**src/rtl/mips_ctrl_pkg.sv**
```systemverilog
// Shared encodings for the multicycle MIPS control sequencer: FSM states,
// opcode/funct values, ALU commands and datapath mux selects.
package mips_ctrl_pkg;

    typedef enum logic [3:0] {
        S_FETCH  = 4'd0,
        S_DECODE = 4'd1,
        S_MEMADR = 4'd2,
        S_MEMRD  = 4'd3,
        S_MEMWB  = 4'd4,
        S_MEMWR  = 4'd5,
        S_EXEC   = 4'd6,
        S_ALUWB  = 4'd7,
        S_BRANCH = 4'd8,
        S_ADDIEX = 4'd9,
        S_ADDIWB = 4'd10,
        S_JUMP   = 4'd11
    } state_t;

    localparam logic [5:0] OP_RTYPE = 6'b000000;
    localparam logic [5:0] OP_J     = 6'b000010;
    localparam logic [5:0] OP_BEQ   = 6'b000100;
    localparam logic [5:0] OP_BNE   = 6'b000101;
    localparam logic [5:0] OP_ADDI  = 6'b001000;
    localparam logic [5:0] OP_LW    = 6'b100011;
    localparam logic [5:0] OP_SW    = 6'b101011;

    localparam logic [5:0] FN_ADD = 6'b100000;
    localparam logic [5:0] FN_SUB = 6'b100010;
    localparam logic [5:0] FN_AND = 6'b100100;
    localparam logic [5:0] FN_OR  = 6'b100101;
    localparam logic [5:0] FN_SLT = 6'b101010;

    localparam logic [2:0] ALU_AND = 3'b000;
    localparam logic [2:0] ALU_OR  = 3'b001;
    localparam logic [2:0] ALU_ADD = 3'b010;
    localparam logic [2:0] ALU_SUB = 3'b110;
    localparam logic [2:0] ALU_SLT = 3'b111;

    localparam logic [1:0] SRCB_RT    = 2'b00;
    localparam logic [1:0] SRCB_FOUR  = 2'b01;
    localparam logic [1:0] SRCB_IMM   = 2'b10;
    localparam logic [1:0] SRCB_IMMSH = 2'b11;

    localparam logic [1:0] PC_ALU    = 2'b00;
    localparam logic [1:0] PC_ALUOUT = 2'b01;
    localparam logic [1:0] PC_JUMP   = 2'b10;

endpackage

```
**src/rtl/mips_alu_decoder.sv**
```systemverilog
// R-type funct decoder: maps funct to an ALU command and flags unsupported codes.
module mips_alu_decoder
    import mips_ctrl_pkg::*;
(
    input  logic [5:0] funct,
    output logic [2:0] alu_op,
    output logic       illegal
);

    // NOTE: every always_comb output gets a default first so no path leaves it unassigned (no latch).
    always_comb begin
        alu_op  = ALU_ADD;
        illegal = 1'b0;
        case (funct)
            FN_ADD:  alu_op = ALU_ADD;
            FN_SUB:  alu_op = ALU_SUB;
            FN_AND:  alu_op = ALU_AND;
            FN_OR:   alu_op = ALU_OR;
            FN_SLT:  alu_op = ALU_SLT;
            default: illegal = 1'b1;
        endcase
    end

endmodule

```
**src/rtl/mips_multicycle_ctrl.sv**
```systemverilog
// Multicycle MIPS control FSM with retired-instruction counter.
// Define MIPS_BNE_EN to decode bne (opcode 000101) as a branch on ~zero.
module mips_multicycle_ctrl
    import mips_ctrl_pkg::*;
#(
    parameter int CNT_W = 32
) (
    input  logic             clk,
    input  logic             reset,
    input  logic [5:0]       opcode,
    input  logic [5:0]       funct,
    input  logic             zero,
    output logic             iord,
    output logic             mem_write,
    output logic             ir_write,
    output logic             reg_dst,
    output logic             mem_to_reg,
    output logic             reg_write,
    output logic             alu_src_a,
    output logic [1:0]       alu_src_b,
    output logic [2:0]       alu_op,
    output logic [1:0]       pc_src,
    output logic             pc_en,
    output logic             illegal,
    output logic [3:0]       state,
    output logic [CNT_W-1:0] instr_count
);

    localparam logic [CNT_W-1:0] CNT_ONE = {{(CNT_W-1){1'b0}}, 1'b1};

    state_t     cur;
    logic [2:0] fn_op;
    logic       fn_bad;

    mips_alu_decoder u_alu_decoder (
        .funct   (funct),
        .alu_op  (fn_op),
        .illegal (fn_bad)
    );

    assign state = cur;

    // NOTE: sequential state uses non-blocking assignments so all registers update together at the edge.
    always_ff @(posedge clk or posedge reset) begin
        if (reset) begin
            cur         <= S_FETCH;
            instr_count <= '0;
            illegal     <= 1'b0;
        end else begin
            illegal <= 1'b0;
            case (cur)
                S_FETCH:  cur <= S_DECODE;
                S_DECODE: begin
                    case (opcode)
                        OP_LW, OP_SW: cur <= S_MEMADR;
                        OP_RTYPE:     cur <= S_EXEC;
                        OP_BEQ:       cur <= S_BRANCH;
`ifdef MIPS_BNE_EN
                        OP_BNE:       cur <= S_BRANCH;
`endif
                        OP_ADDI:      cur <= S_ADDIEX;
                        OP_J:         cur <= S_JUMP;
                        default: begin
                            cur     <= S_FETCH;
                            illegal <= 1'b1;
                        end
                    endcase
                end
                S_MEMADR: cur <= (opcode == OP_SW) ? S_MEMWR : S_MEMRD;
                S_MEMRD:  cur <= S_MEMWB;
                S_EXEC: begin
                    if (fn_bad) begin
                        cur     <= S_FETCH;
                        illegal <= 1'b1;
                    end else begin
                        cur <= S_ALUWB;
                    end
                end
                S_ADDIEX: cur <= S_ADDIWB;
                // Final state of every completed instruction: retire it.
                S_MEMWB, S_MEMWR, S_ALUWB, S_BRANCH, S_ADDIWB, S_JUMP: begin
                    cur         <= S_FETCH;
                    instr_count <= instr_count + CNT_ONE;
                end
                default:  cur <= S_FETCH;
            endcase
        end
    end

    always_comb begin
        iord       = 1'b0;
        mem_write  = 1'b0;
        ir_write   = 1'b0;
        reg_dst    = 1'b0;
        mem_to_reg = 1'b0;
        reg_write  = 1'b0;
        alu_src_a  = 1'b0;
        alu_src_b  = SRCB_RT;
        alu_op     = ALU_ADD;
        pc_src     = PC_ALU;
        pc_en      = 1'b0;
        case (cur)
            S_FETCH: begin
                ir_write  = 1'b1;
                pc_en     = 1'b1;
                alu_src_b = SRCB_FOUR;
            end
            S_DECODE: alu_src_b = SRCB_IMMSH;
            S_MEMADR, S_ADDIEX: begin
                alu_src_a = 1'b1;
                alu_src_b = SRCB_IMM;
            end
            S_MEMRD:  iord = 1'b1;
            S_MEMWB: begin
                reg_write  = 1'b1;
                mem_to_reg = 1'b1;
            end
            S_MEMWR: begin
                iord      = 1'b1;
                mem_write = 1'b1;
            end
            S_EXEC: begin
                alu_src_a = 1'b1;
                alu_op    = fn_op;
            end
            S_ALUWB: begin
                reg_write = 1'b1;
                reg_dst   = 1'b1;
            end
            S_BRANCH: begin
                alu_src_a = 1'b1;
                alu_op    = ALU_SUB;
                pc_src    = PC_ALUOUT;
`ifdef MIPS_BNE_EN
                pc_en     = (opcode == OP_BNE) ? ~zero : zero;
`else
                pc_en     = zero;
`endif
            end
            S_ADDIWB: reg_write = 1'b1;
            S_JUMP: begin
                pc_src = PC_JUMP;
                pc_en  = 1'b1;
            end
            default: ;
        endcase
        // Reset holds the FSM in FETCH; its write enables must not reach the datapath.
        if (reset) begin
            mem_write = 1'b0;
            ir_write  = 1'b0;
            reg_write = 1'b0;
            pc_en     = 1'b0;
        end
    end

endmodule

```
**config.mk**
```make
export PLATFORM = sky130hd
export DESIGN_NAME = mips_multicycle_ctrl
export DESIGN_NICKNAME = d
export VERILOG_FILES = /design/src/rtl/mips_ctrl_pkg.sv /design/src/rtl/mips_alu_decoder.sv /design/src/rtl/mips_multicycle_ctrl.sv
export SDC_FILE = /design/constraint.sdc
export NUM_CORES = 1
export LEC_CHECK = 0
export BUFFER_PORTS_ARGS = -buffer_cell sky130_fd_sc_hd__buf_2
export CORE_MARGIN = 3
export CORE_UTILIZATION = 43
export DETAILED_ROUTE_END_ITERATION = 16
export PLACE_DENSITY = 0.69
export SLEW_MARGIN = 10
export SYNTH_ARGS = -nofsm -noshare
export SYNTH_HDL_FRONTEND = slang
export SYNTH_SLANG_ARGS = --single-unit
```
**constraint.sdc**
```tcl
create_clock -name clk -period 2.2 [get_ports clk]
set_input_delay 0.22 -clock clk [delete_from_list [all_inputs] [get_ports clk]]
set_output_delay 0.22 -clock clk [all_outputs]
set_load 0.005 [all_outputs]
```
; Yosys cells after proc, flatten, opt, wreduce, memory -nomap -nowiden
; Index checks and enable logic that the tools add are counted.
[op_classes]
mux = 23
n_bitwise = 0
eq_ne = 21
reduce_logical = 11
addsub = 1
n_mul = 0
n_div = 0
shifts = 0
n_lt_le_gt_ge = 0
[op_table]
columns = op, n
row1 = $eq 6x6->1 const B, 7
row2 = $add 32x1->32 const B, 1
row3 = $pmux 4 s6, 1
row4 = $pmux 4 s5, 1
row5 = $eq 4x3->1 const B, 4
row6 = $eq 4x4->1 const B, 4
row7 = $mux 1, 13
row8 = $pmux 3 s4, 1
row9 = $reduce_or 6->1, 2
row10 = $eq 4x2->1 const B, 2
row11 = $reduce_or 2->1, 4
row12 = $eq 6x2->1 const B, 1
row13 = $eq 6x3->1 const B, 1
row14 = $eq 6x4->1 const B, 1
row15 = $logic_not 6->1, 1
row16 = $mux 3, 2
row17 = $pmux 2 s3, 1
row18 = $pmux 3 s2, 1
row19 = $reduce_or 5->1, 1
row20 = $eq 4x1->1 const B, 1
row21 = $logic_not 4->1, 1
row22 = $pmux 1 s2, 2
row23 = $pmux 2 s2, 1
row24 = $reduce_or 4->1, 1
row25 = $reduce_or 3->1, 1
[totals]
output_inout_bits = 52
register_bits = 37
mem_bits_ro = 0
mem_bits_rw = 0
memories = 0
inputBits = 15
latch_bits = 0

; Logic depth before layout (Yosys ltp)
[logic_depth]
ltp_word = 4
ltp_mapped = 6
depth_no_buf = 6

; By module
; From an unflattened synthesis, not the netlist that was laid out.
[hier_totals]
cells_unflattened = 211
area_unflattened_um2 = 2045.7
[modules_own_cells]
columns = module, cells_each, area_per_inst_um2, seq_area_each_um2, n_inst
row1 = mips_multicycle_ctrl, 201, 1961.9, 925.9, 1
row2 = mips_alu_decoder, 10, 83.8, 0.0, 1

; Least setup slack after synthesis
; No wires, ideal clock.
[synth_timing]
path_kind = flip-flop to flip-flop
start = register cur[2], in the netlist state[2]
end = register instr_count[31]
setup_slack_ps = 522
setup_ps = 79
path_stages_with_launch = 6
path_buffers = 0
synth_period_minus_slack_ps = 1678
arrival_time_ps = 1598
t_required_ps = 2121
cell_sequence = dfrtp_1 -> nand2b_4 -> a2bb2oi_4 -> nor4_4 -> nor4b_4 -> xor2_1
[synth_between]
elab_chain_len = 2
[synth_lines]
columns = item, line
row1 = start: declaration, mips_multicycle_ctrl.sv:31  ; state_t cur;
row2 = start signal: assignment, mips_multicycle_ctrl.sv:69  ; S_MEMADR: cur <= (opcode == OP_SW) ? S_MEMWR : S_MEMRD;
row3 = $eq 4x4->1 / $eq 4x3->1 (equally long branches), mips_multicycle_ctrl.sv:51  ; case (cur)
row4 = $reduce_or 6->1 *, mips_multicycle_ctrl.sv:51
row5 = end signal: assignment, mips_multicycle_ctrl.sv:83  ; instr_count <= instr_count + CNT_ONE;
row6 = end: declaration, mips_multicycle_ctrl.sv:26  ; output logic [CNT_W-1:0] instr_count
; Mark *: on every way between the ends. The rest lies on a longest branch, timed or not.
; A chain may end at the register's enable or synchronous reset.

; Final worst setup path
[layout_timing]
start = register cur[0], in the netlist state[0]
end = output port alu_op[1]
[layout_between]
elab_chain_len = 2
[layout_lines]
columns = item, line
row1 = $eq 4x4->1 / $eq 4x3->1 (equally long branches), mips_multicycle_ctrl.sv:102  ; case (cur)
row2 = $pmux 3 s2 *, mips_multicycle_ctrl.sv:102
row3 = end: declaration, mips_multicycle_ctrl.sv:21  ; output logic [2:0] alu_op,
; Marked as above.

==> impl_metrics.json <==
{
  "wire_per_inst_um": 14.4,
  "synthArstFlopShare": 1.00,
  "viasPerCell": 5.33,
  "synth_cell_type_count": 41,
  "ys_top_cells_by_area": "dfrtp_1, xnor2_1, xor2_1",
  "crit_path_top_delay_cell": "dfrtp_1",
  "port_buffers": 66,
  "synth_common_cells": "dfrtp_1, xnor2_1, nand2_1",
  "fin_crit_ns": 2.03,
  "finalPower_mw": 1.96,
  "peakVddDrop_mv": 0.302,
  "syn_area_per_cell_um2": 10.2,
  "nets": 284,
  "finalClockSkew_ns": 0.00387,
  "row_count": 24,
  "fillers": 409,
  "grt_overflow": 0,
  "p_per_area_mw_per_mm2": 780,
  "die_width_um": 74.4,
  "tritoncts": "built",
  "drcViolationCount": 0,
  "path_clk_slew_ns": 0.07,
  "maxSlewViolCount": 0,
  "worstSetupPathType": "reg2out",
  "route.vias.total": 1712,
  "grt_pass1_wl_um": 7480,
  "path_cells": "or2b_1 > nor2_1 > nand3b_1 > nand2b_1 > buf_2",
  "cts-root-buf": "clkbuf_8",
  "worst_pin_slew_ns": 0.462,
  "grt_start_max_net_pins": 38,
  "start_util": 0.452,
  "cts-resized-gates": 0,
  "start_kind": "flop",
  "cp_max_fo": 14,
  "cp.required_ns": 1.98,
  "fmax_mhz": 493,
  "final_layout_size_suffix_gt1_frac": 0.301,
  "diodes": 0,
  "status": "complete, no violations",
  "gp_congestion": 0.813,
  "synth_edf_count": 0,
  "ctsHoldBuffers": 0,
  "design.core.area_mm2": 0.00444,
  "dp_hpwl_um": 3400,
  "cap_violations": 0,
  "leakage_nw": 1.26,
  "arrival_ns": 1.81,
  "initialDrtViolationCount": 133,
  "wl_um": 4610,
  "cts_buffers": 5,
  "ys_seq_elements": 37,
  "cts_sinks": 37,
  "htree_levels": 2,
  "synth_top_cell_by_area": "dfrtp_1",
  "hold_class": "in2async",
  "relSlewSlack": 0.690,
  "postCtsSetupRepairBufs": 0,
  "rsz0062_at_grt": "no",
  "endpoint_kind": "output pin",
  "grt_pass1_vias": 1563,
  "synthFlopType": "dfrtp_1",
  "finalSetupTns_ns": 0,
  "io_pins": 67,
  "seq_area_frac_synth": 0.460,
  "dieArea_mm2": 0.00553,
  "ant_nets": 0,
  "clock_path_buffers": 2,
  "setup_violations": 0,
  "syn2layout_area_growth_pct": 25.3,
  "hold_viol": 0,
  "syn_inst": 197,
  "fin_ws_ns": 0.172,
  "finalCritPeriodShare": 0.922,
  "antenna_found_initial": 0,
  "dr.pass1.iters": 5,
  "clkLatencyLatePin_ns": 0.29,
  "track_usage": 0.175,
  "synth_area_mm2": 0.00201,
  "crit_path_max_incr_delay_ns": 0.52,
  "synth_top_area_frac": 0.460,
  "die_h_um": 74.4,
  "place_ws_ns": 0.264,
  "yosysWarnings": 0,
  "synth.net_count": 213,
  "synth.most_common_cell": "dfrtp_1"
}
-- metal layers --
layer  wire length (um)  part of all wire  track usage  vias to the layer above
li1                   -                 -            -                      848
met1               2110              0.46        0.236                      802
met2               2230              0.48        0.279                       54
met3                194             0.042       0.0378                        8
met4                 68             0.015       0.0593                        0
met5                  0                 0            0                        -
-- state kept, by name, indices dropped and copies added (netlist names) --
name and cells:
illegal 1, instr_count 32, state 4
-- critical path, delay by kind of cell (launching register included) --
kind	cells	cell delay, ns
simple gates	4	0.87
flops	1	0.52
buf+inv	1	0.13
-- final timing paths --
kind,from,end,slack (ns),cells after the start
max in group asynchronous,reset,state[1],1.78,3
max reg2reg,state[0],instr_count[31],0.28,5
min,reset,instr_count[11],0.07,3
max,state[0],alu_op[1],0.17,5
min reg2reg,instr_count[26],instr_count[26],0.48,1
min in group clk,opcode[4],state[3],0.25,4
-- cell usage in the layout, fill, tap and decap left out, types with 2 or more instances in the layout --
cell type,instances
buf_2,66
dfrtp_1,36
xnor2_1,24
nand2_1,17
nor2_1,14
nand3_1,12
nor3_1,11
xor2_1,10
and4_1,8
nand4_1,7
clkbuf_8,6
nand2b_1,5
o21ai_0,5
and3_1,4
inv_1,4
nor2b_1,3
nor4_1,3
a31oi_1,3
a21oi_1,3
o21a_1,2
o21bai_1,2
-- stage by stage --
stage / instance area [um2] / cells / utilization / hold slack [ns]
floorplan: 2010 / 197 / - / 0.400
global placement: 2400 / 313 / 0.541 / 0.406
detailed placement: 2400 / 313 / 0.541 / 0.405
CTS: 2520 / 321 / 0.567 / 0.0930
global route: 2520 / 321 / 0.567 / 0.121
finish: 2520 / 321 / 0.567 / 0.0741
-- cell type report --
type | instances | area, um2 | area share
clock buffer | 7 | 86.3 | 0.0343
sequential | 37 | 927 | 0.368
timing repair buffer | 67 | 338 | 0.134
tap | 52 | 65.1 | 0.0258
multi-input combinational | 153 | 1060 | 0.420
inverter | 4 | 15.0 | 0.00596
clock inverter | 1 | 30.0 | 0.0119
-- power by group --
part           internal (mW)  switching, mW
clock network          0.370          0.238
logic                  0.244          0.256
registers              0.741          0.116
total                   1.35          0.610
-- cells by family after synthesis --
group           Yosys count  share of synthesized area
compound gates           22                     0.0890
xor+xnor                 34                      0.148
fa+ha+maj                 1                    0.00622
buf+inv                   7                     0.0131
flops                    37                      0.460
mux                       1                    0.00560
simple gates             95                      0.278
Power figures use the tool's default switching activity.
